[src/rtl/rx_storage_fifo_pkg.sv]
// rtl/rx_storage_fifo_pkg.sv - shared CAN frame layout and rx store defaults
package rx_storage_fifo_pkg;

  localparam int CAN_FRAME_W  = 128;
  localparam int CAN_RX_DEPTH = 4;

  // Packed frame layout, identical to the Tx storage format
  typedef struct packed {
    logic [63:0] data;
    logic [28:0] rsvd_hi;
    logic        ide;
    logic        rtr;
    logic [3:0]  dlc;
    logic [28:0] id;
  } can_frame_t;

  localparam int FRM_ID_LSB   = 0;
  localparam int FRM_ID_W     = 29;
  localparam int FRM_DLC_LSB  = 29;
  localparam int FRM_DLC_W    = 4;
  localparam int FRM_DATA_LSB = 64;
  localparam int FRM_DATA_W   = 64;

  function automatic int rx_cnt_w(input int depth);
    return $clog2(depth) + 1;
  endfunction

endpackage

[src/rtl/rx_storage_fifo_if.sv]
// rtl/rx_storage_fifo_if.sv - receiver/host side signals of the rx frame store
interface rx_storage_fifo_if
  import rx_storage_fifo_pkg::*;
#(
  parameter int FRAME_W = CAN_FRAME_W,
  parameter int CNT_W   = rx_cnt_w(CAN_RX_DEPTH)
);
  logic               store_data;
  logic [FRAME_W-1:0] rxbuf_ip;
  logic               release_rb;
  logic               clr_overrun;
  logic [FRAME_W-1:0] rxbuf_op;
  logic               RBS;
  logic               DOS;
  logic               RBFULL;
  logic [CNT_W-1:0]   rx_msg_count;
  logic               rx_int;

  modport master (
    output store_data, rxbuf_ip, release_rb, clr_overrun,
    input  rxbuf_op, RBS, DOS, RBFULL, rx_msg_count, rx_int
  );

  modport slave (
    input  store_data, rxbuf_ip, release_rb, clr_overrun,
    output rxbuf_op, RBS, DOS, RBFULL, rx_msg_count, rx_int
  );
endinterface

[src/rtl/rx_storage_fifo_ram.sv]
// rtl/rx_storage_fifo_ram.sv - frame array with sync write and async indexed read
module rx_storage_fifo_ram #(
  parameter int FRAME_W = 128,
  parameter int DEPTH   = 4,
  parameter int PTR_W   = $clog2(DEPTH)
) (
  input  logic               clk,
  input  logic               we,
  input  logic [PTR_W-1:0]   waddr,
  input  logic [FRAME_W-1:0] wdata,
  input  logic [PTR_W-1:0]   raddr,
  output logic [FRAME_W-1:0] rdata
);

  logic [FRAME_W-1:0] mem [DEPTH];

  always_ff @(posedge clk) begin
    if (we) begin
      mem[waddr] <= wdata;
    end
  end

  assign rdata = mem[raddr];

endmodule

[src/rtl/rx_storage_fifo.sv]
// rtl/rx_storage_fifo.sv - receive frame FIFO with status, sticky overrun and rx interrupt
module rx_storage_fifo
  import rx_storage_fifo_pkg::*;
#(
  parameter int FRAME_W = CAN_FRAME_W,
  parameter int DEPTH   = CAN_RX_DEPTH,
  parameter int CNT_W   = rx_cnt_w(DEPTH)
) (
  input  logic              sys_clk,
  input  logic              sys_rst,
  rx_storage_fifo_if.slave  bus
);

  localparam int PTR_W = $clog2(DEPTH);

  logic [PTR_W-1:0]   wr_ptr, rd_ptr, rd_ptr_next;
  logic [CNT_W-1:0]   count, count_next;
  logic               rel_ok, st_ok, overrun;
  logic [FRAME_W-1:0] head_ram, head_next, head_q;
  logic               rbs_q, dos_q, rbfull_q, int_q;

  assign rel_ok  = bus.release_rb && (count != '0);
  // A release frees the slot a full-FIFO store needs in the same cycle
  assign st_ok   = bus.store_data && ((count != CNT_W'(DEPTH)) || rel_ok);
  assign overrun = bus.store_data && !st_ok;

  assign rd_ptr_next = rd_ptr + PTR_W'(rel_ok);

  always_comb begin
    count_next = count;
    case ({st_ok, rel_ok})
      2'b10:   count_next = count + CNT_W'(1);
      2'b01:   count_next = count - CNT_W'(1);
      default: count_next = count;
    endcase
  end

  // The frame being written this edge is not in the array yet; bypass it
  assign head_next = (st_ok && (wr_ptr == rd_ptr_next)) ? bus.rxbuf_ip : head_ram;

  rx_storage_fifo_ram #(
    .FRAME_W (FRAME_W),
    .DEPTH   (DEPTH),
    .PTR_W   (PTR_W)
  ) u_ram (
    .clk   (sys_clk),
    .we    (st_ok),
    .waddr (wr_ptr),
    .wdata (bus.rxbuf_ip),
    .raddr (rd_ptr_next),
    .rdata (head_ram)
  );

  always_ff @(posedge sys_clk or posedge sys_rst) begin
    if (sys_rst) begin
      wr_ptr   <= '0;
      rd_ptr   <= '0;
      count    <= '0;
      head_q   <= '0;
      rbs_q    <= 1'b0;
      dos_q    <= 1'b0;
      rbfull_q <= 1'b0;
      int_q    <= 1'b0;
    end else begin
      wr_ptr   <= wr_ptr + PTR_W'(st_ok);
      rd_ptr   <= rd_ptr_next;
      count    <= count_next;
      rbs_q    <= (count_next != '0);
      rbfull_q <= (count_next == CNT_W'(DEPTH));
      int_q    <= st_ok;
      dos_q    <= overrun || (dos_q && !bus.clr_overrun);
      if (count_next != '0) begin
        head_q <= head_next;
      end
    end
  end

  assign bus.rxbuf_op     = head_q;
  assign bus.RBS          = rbs_q;
  assign bus.DOS          = dos_q;
  assign bus.RBFULL       = rbfull_q;
  assign bus.rx_msg_count = count;
  assign bus.rx_int       = int_q;

endmodule
[src/flat_wrapper.sv]
// flat-port wrapper written by rule: the top's interface ports become plain ports
module rx_storage_fifo_flat import rx_storage_fifo_pkg::*;
#(
  parameter int FRAME_W = CAN_FRAME_W,
  parameter int DEPTH   = CAN_RX_DEPTH,
  parameter int CNT_W   = rx_cnt_w(DEPTH)
)
  (sys_clk, sys_rst, bus_store_data, bus_rxbuf_ip, bus_release_rb, bus_clr_overrun, bus_rxbuf_op, bus_RBS, bus_DOS, bus_RBFULL, bus_rx_msg_count, bus_rx_int);
  rx_storage_fifo_if #(.FRAME_W(FRAME_W), .CNT_W(CNT_W)) bus_i ();
  input  logic sys_clk;
  input  logic sys_rst;
  input wire logic [$bits(bus_i.store_data)-1:0] bus_store_data;
  input wire logic [$bits(bus_i.rxbuf_ip)-1:0] bus_rxbuf_ip;
  input wire logic [$bits(bus_i.release_rb)-1:0] bus_release_rb;
  input wire logic [$bits(bus_i.clr_overrun)-1:0] bus_clr_overrun;
  output wire logic [$bits(bus_i.rxbuf_op)-1:0] bus_rxbuf_op;
  output wire logic [$bits(bus_i.RBS)-1:0] bus_RBS;
  output wire logic [$bits(bus_i.DOS)-1:0] bus_DOS;
  output wire logic [$bits(bus_i.RBFULL)-1:0] bus_RBFULL;
  output wire logic [$bits(bus_i.rx_msg_count)-1:0] bus_rx_msg_count;
  output wire logic [$bits(bus_i.rx_int)-1:0] bus_rx_int;
  assign bus_i.store_data = bus_store_data;
  assign bus_i.rxbuf_ip = bus_rxbuf_ip;
  assign bus_i.release_rb = bus_release_rb;
  assign bus_i.clr_overrun = bus_clr_overrun;
  assign bus_rxbuf_op = bus_i.rxbuf_op;
  assign bus_RBS = bus_i.RBS;
  assign bus_DOS = bus_i.DOS;
  assign bus_RBFULL = bus_i.RBFULL;
  assign bus_rx_msg_count = bus_i.rx_msg_count;
  assign bus_rx_int = bus_i.rx_int;
  rx_storage_fifo #(.FRAME_W(FRAME_W), .DEPTH(DEPTH), .CNT_W(CNT_W)) u_core (.sys_clk(sys_clk), .sys_rst(sys_rst), .bus(bus_i));
endmodule
[config.mk]
export PLATFORM = sky130hd
export DESIGN_NAME = rx_storage_fifo_flat
export DESIGN_NICKNAME = d
export VERILOG_FILES = /design/src/rtl/rx_storage_fifo_pkg.sv /design/src/rtl/rx_storage_fifo_if.sv /design/src/rtl/rx_storage_fifo_ram.sv /design/src/rtl/rx_storage_fifo.sv /design/src/flat_wrapper.sv
export SDC_FILE = /design/constraint.sdc
export NUM_CORES = 1
export LEC_CHECK = 0
export CAP_MARGIN = 20
export CORE_ASPECT_RATIO = 1.5
export CORE_MARGIN = 3
export CORE_UTILIZATION = 55
export CTS_BUF_LIST = sky130_fd_sc_hd__clkbuf_16
export CTS_CLUSTER_SIZE = 20
export DETAILED_ROUTE_END_ITERATION = 12
export GPL_TIMING_DRIVEN = 0
export PLACE_DENSITY = 0.76
export SYNTH_ARGS = -nofsm -noshare
export SYNTH_HDL_FRONTEND = slang
export SYNTH_HIERARCHICAL = 1
export SYNTH_SLANG_ARGS = --single-unit
[constraint.sdc]
create_clock -name sys_clk -period 15.47 [get_ports sys_clk]
set_input_delay 3.094 -clock sys_clk [delete_from_list [all_inputs] [get_ports sys_clk]]
set_output_delay 3.094 -clock sys_clk [all_outputs]
set_load 0.05 [all_outputs]
==> results.toml, run 1 <==
[status]
status = "finished clean"

[floorplan]
dieArea_um2 = 50720
ios = 268
die_h_um = 274.3
initial_core_util_pct = 56.06
core_um2 = 47090
rows = 97
fp.dieW_um = 184.9

[yosys]
ys_top_cells_by_count = "512 x edfxtp_1, 220 x mux2_4, 139 x dfrtp_1, 128 x mux4_2, 36 x mux2_2"
synth-seq-cells = 651
synth-edff-count = 512
dominantRegCellSynth = "edfxtp_1"
yosysSeqAreaShare_pct = 71.42
synth_fp_nets = 1262
syn-cell-area_um2 = 26400
async_flop_share_pct = 21.35
synth_cell_types = 31
syn_avg_cell_area_um2 = 23.46
yosysTopAreaCellShare_pct = 58.24
syn_inst = 1125
yosysTopAreaCell = "edfxtp_1"
synth_area_leaders = "edfxtp_1 58%, dfrtp_1 13%, mux2_4 13%, mux4_2 11%, buf_12 1.7%"
yosysWarnings = 6
yosysMostFrequentCell = "edfxtp_1"

[power]
irDropWorstVdd_uv = 179.2
power_density_nw_per_um2 = 257.0
total_power_mw = 8.288
p_leak_nw = 12.08

[grt]
grt_pass1_wl_mm = 81.97
grt_busiest_layer = "met2"
antenna_found_initial = 6
grt_pass1_vias = 13600
gr-usage-met3_pct = 4.380
met2_usage_pct = 37.46
grt_use_total_pct = 21.39
grt_max_degree = 83
grtUsageMet1_pct = 27.03
overflow = 0

[clocking]
cts_tree = "built"
clock_tree.root_cell = "clkbuf_16"
numCtsBuffers = 59
post_cts_resized = 0
clk_pin_slew_ns = 0.07
ctsHoldBuffers = 0
htreeDepth = 2
worstSkewPairLatency_ns = 0.59
post_cts_buffers = 0
cts.sinks = 651
clock_path_buffers = 3

[sta]
tightestPinTransition_ns = 0.9920
setup_violations = 0
min_period_over_period_pct = 39.97
holdWs_ns = 0.5072
rsz0062_at_grt = "false"
drv_slew = 0
relSlewSlack_pct = 33.87
period_minus_slack_ns = 6.183
finClkSkew_ns = 0.01011
fmax_mhz = 161.7
finalHoldViolations = 0

[final_layout]
fin_area_um2 = 32250
drive_above_1_share_pct = 37.02
syn_to_final_growth_pct = 22.18
nFillCells = 2947
final_nets = 1616

[place]
port_buffers = 267
gp_congestion = 0.7057
place_area_um2 = 30290
dp_hpwl_mm = 34.10

[setup_path]
cp.required_ns = 15.94
critPathMaxFanout = 10
worst_ep_arrival_time_ns = 6.66
critPathKind = "input port to flip-flop"
cp-start-kind = "input port"
crit_path_end_kind = "flip-flop"

[detailed_routing]
ant_nets = 0
avgRoutedWirePerCell_um = 25.21
firstDrtPassIters = 4
drc = 0
wl_mm = 53.54
routed_via_density = 5.763
vias = 12240
drt_iter0_drc = 597

[job]
drv_cap = 0

[min_path]
min_path_type = "flip-flop to flip-flop"
-- final cells by class --
| class | count | area (um^2) | share of cell area, % |
|---|---|---|---|
| clock buffer | 61 | 1526 | 4.733 |
| multi-input combinational | 411 | 6875 | 21.32 |
| inverter | 7 | 33.78 | 0.1047 |
| timing repair buffer | 293 | 3124 | 9.687 |
| buffer | 56 | 660.6 | 2.048 |
| tap | 594 | 743.2 | 2.304 |
| antenna | 1 | 2.502 | 0.007759 |
| clock inverter | 50 | 432.9 | 1.342 |
| sequential | 651 | 18850 | 58.46 |
-- registers in the layout, indices dropped and copies added, names as in the netlist, 2 cells and up --
signal	count
u_core/bus.rx_msg_count	3
u_core/rd_ptr	2
u_core/u_ram/mem	512
u_core/bus.rxbuf_op	128
u_core/wr_ptr	2
-- stage by stage --
step / setup TNS [ns] / worst slack (ns) / utilization (%) / instances
after floorplan: 0 / 2.015 / - / 1125
after global placement: -916.14 / -7.167 / 63.31 / 1986
after detailed placement: 0 / 8.640 / 64.32 / 2012
after CTS: 0 / 9.268 / 68.49 / 2123
after global routing: 0 / 9.144 / 68.49 / 2124
final: 0 / 9.287 / 68.49 / 2124
-- placed cells by master, fill, tap and decap left out, types with 2 or more instances in the layout --
master,instances
buf_8,3
dfrtp_1,139
buf_16,8
edfxtp_1,512
and3b_4,2
bufinv_16,7
xnor2_1,2
nand2_1,2
inv_1,12
mux2_2,36
mux2_4,220
buf_12,25
clkinv_1,15
buf_6,18
buf_4,2
clkinv_2,14
inv_6,2
buf_2,25
clkdlybuf4s50_1,267
clkbuf_16,61
xor2_1,3
clkinvlp_4,3
clkinv_4,2
mux4_2,128
ha_1,3
-- logic make-up (layout without fill, tap and decap cells) --
kind of cell    after synthesis  count (layout)  synth area share, %
fa+ha+maj                     4               4               0.2180
compound gates                4               4               0.1138
buf+inv                      63             467                2.602
xor+xnor                      6               6               0.2560
other cells                   0               1                    0
flops                       651             651                71.42
simple gates                 12              12               0.3840
mux                         385             385                25.01
-- where the power goes --
part	total [mW]	switching (mW)	internal, mW
Sequential	2.58	0.179	2.40
Combinational	4.25	1.96	2.29
Clock	1.46	0.628	0.832
Total	8.29	2.76	5.52
-- final timing paths --
kind	end	from	cells after the start	slack, ns
setup / recovery	u_core/bus.rxbuf_op[90]	bus_release_rb	12	9.29
hold / removal	u_core/bus.rxbuf_op[38]	u_core/bus.rxbuf_op[38]	1	0.51
setup reg to reg	u_core/bus.rxbuf_op[90]	u_core/bus.rx_msg_count[0]	11	11.70
hold reg to reg	u_core/bus.rxbuf_op[38]	u_core/bus.rxbuf_op[38]	1	0.51
max in group asynchronous	u_core/bus.rxbuf_op[63]	sys_rst	3	11.63
min in group asynchronous	u_core/bus.DOS	sys_rst	2	2.99
-- critical path, stage by stage --
cell and delay, ns:
clkdlybuf4s50_1 0.43, or4b_4 0.54, nand2_1 0.13, ha_1 0.21, inv_1 0.07, fa_1 0.38
xor2_1 0.16, or3_1 0.32, nand3_1 0.14, buf_2 0.36, buf_2 0.46, mux2_4 0.34
-- layer usage --
| metal | up-vias | share of wire [%] |
|---|---|---|
| met3 | 108 | 4.9 |
| met4 | 10 | 2.9 |
| met5 | - | 0.13 |
| met2 | 285 | 53 |
| met1 | 6532 | 39 |
| li1 | 5306 | - |
Note: power is estimated with default switching activity, not from simulation.
==> run 2, diff against run 1 <==
clock period = 6.2 ns   (was 15.47 ns; I/O delays follow)
==> run 2 against run 1 <==
Clock power grew to 2.6 times the previous value. First-iteration DRC count rose by 20%. Power grew to 2.5 times the previous value. Routed wire length fell by 0.34%. Register-to-register slack worse by 9.3 ns. Sequential share of layout area shrank 0.21 points. Non-clock buffer count fell by 6. Critical path depth unchanged. Hold slack about the same. Final cell count about the same.
==> results.toml, run 2 (synthesis gave the netlist of run 1 again) <==
[detailed_routing]
drc = 0
ant_nets = 0
avgRoutedWirePerCell_um = 25.14
routed_via_density = 5.753
drt_iter0_drc = 719
firstDrtPassIters = 4
vias = 12210
wl_mm = 53.36

[final_layout]
largest_reg_flops = 512
nFillCells = 2936
fin_util_pct = 68.73
final_nets = 1608
drive_above_1_share_pct = 36.71
mostFrequentLayoutCells = "512 x edfxtp_1, 267 x clkdlybuf4s50_1, 220 x mux2_4"
syn_to_final_growth_pct = 22.61
final_common_cell = "edfxtp_1"
regMostFlops = "u_core/u_ram/mem"

[place]
port_buffers = 267
place_ws_ns = 1.212
dp_hpwl_mm = 34.39
gp_congestion = 0.7138

[grt]
overflow = 0
antenna_found_initial = 10
grt_pass1_wl_mm = 82.45
grt_max_degree = 104
grt_pass1_vias = 13520
grt_use_total_pct = 21.53

[floorplan]
dieArea_um2 = 50720
ios = 268
initial_core_util_pct = 56.06
fp.dieW_um = 184.9
die_h_um = 274.3
rows = 97
core_um2 = 47090

[power]
irDropWorstVdd_uv = 430.8
power_density_nw_per_um2 = 645.6
p_sw_mw = 6.879
switching_share_pct = 32.92
combinationalPowerShare_pct = 50.7
p_leak_nw = 12.10
power_frac_clock_pct = 18.4
pwr-share-seq_pct = 30.9
power.internal_mw = 14.02
total_power_mw = 20.90

[clocking]
clock_path_buffers = 3
clock_tree.root_cell = "clkbuf_16"
cts.sinks = 651
clk_pin_slew_ns = 0.06
worstSkewPairLatency_ns = 0.59
cts_tree = "built"
ctsHoldBuffers = 0
post_cts_buffers = 0
post_cts_resized = 0
numCtsBuffers = 57
htreeDepth = 2

[setup_path]
worst_ep_arrival_time_ns = 4.82
critPathTopFamily = "buffers and inverters"
r2r_setup_slack_ns = 2.40
crit_top_cell = "buf_2"
path_buf_inv = 4
cp-start-kind = "input port"
slowest_delay_ns = 0.54
critPathMaxFanout = 10
cpMaxStageDelayCell = "or4b_4"
crit_path_end_kind = "flip-flop"
cp.required_ns = 6.66
path_cells = "clkdlybuf4s50_1 > or4b_4 > nand2_1 > ha_1 > inv_1 > fa_1 > xor2_1 > or3_1 > nand3_1 > buf_2 > buf_2 > mux2_4"
critPathKind = "input port to flip-flop"

[sta]
tightestPinTransition_ns = 0.8955
fmax_mhz = 229.3
period_minus_slack_ns = 4.360
rsz0062_at_grt = "false"
relSlewSlack_pct = 40.30
fin_ws_ns = 1.840
setup_violations = 0
finClkSkew_ns = 0.01291
finalHoldViolations = 0
min_period_over_period_pct = 70.33
finalSetupTns_ns = 0
drv_slew = 0

[status]
status = "finished clean"

[min_path]
min_path_type = "flip-flop to flip-flop"

[job]
drv_cap = 0
## run 2: power groups by stage
stage	clock network [mW]	registers [mW]	logic (mW)
after floorplan	0	8.06	6.59
after global placement	0	6.66	10.4
after detailed placement	0	6.53	10.7
after CTS	3.94	6.46	10.8
after global routing	4.12	6.55	11.2
final	3.85	6.45	10.6
## run 2: layout make-up
type / instances / area (um^2) / area share, %
Timing Repair Buffer: 287 / 3103 / 9.587
Clock inverter: 49 / 595.6 / 1.840
Buffer: 56 / 660.6 / 2.041
Clock buffer: 59 / 1476 / 4.561
Inverter: 7 / 33.78 / 0.1044
Multi-Input combinational cell: 411 / 6882 / 21.26
Antenna cell: 8 / 20.02 / 0.06185
Tap cell: 594 / 743.2 / 2.296
Sequential cell: 651 / 18850 / 58.25
## run 2: stage by stage
stage          cells  cell area, um^2  hold WS [ns]
5_1_grt         2119            32360        0.5269
3_3_place_gp    1986            29820        0.4910
2_1_floorplan   1125            26410        0.4929
3_5_place_dp    2006            30280        0.4912
6_report        2122            32370        0.5075
4_1_cts         2114            32350        0.5130
## run 2: routing by layer
| layer | part of all wire (%) | GRT usage, % |
|---|---|---|
| met1 | 39 | 27.22 |
| met2 | 54 | 37.83 |
| met3 | 4.9 | 4.247 |
| met4 | 2.3 | 6.362 |
| met5 | 0.058 | 0 |
## run 2: path summary, 6_finish.rpt
path	startpoint	to	depth (start not counted)
max in group asynchronous	sys_rst	u_core/bus.rxbuf_op[115]	3
hold / removal	u_core/bus.rxbuf_op[22]	u_core/bus.rxbuf_op[22]	1
setup / recovery	bus_release_rb	u_core/bus.rxbuf_op[75]	12
min in group asynchronous	sys_rst	u_core/bus.rxbuf_op[32]	2
setup reg to reg	u_core/bus.rx_msg_count[0]	u_core/bus.rxbuf_op[75]	11
hold reg to reg	u_core/bus.rxbuf_op[22]	u_core/bus.rxbuf_op[22]	1
## run 2: worst reg2reg max path, cell delays in order (launching register included)
cell	delay, ns
dfrtp_1	0.46
or4b_4	0.61
nand2_1	0.12
ha_1	0.20
inv_1	0.06
fa_1	0.37
xor2_1	0.16
or3_1	0.35
nand3_1	0.16
buf_2	0.38
buf_2	0.46
mux2_4	0.36
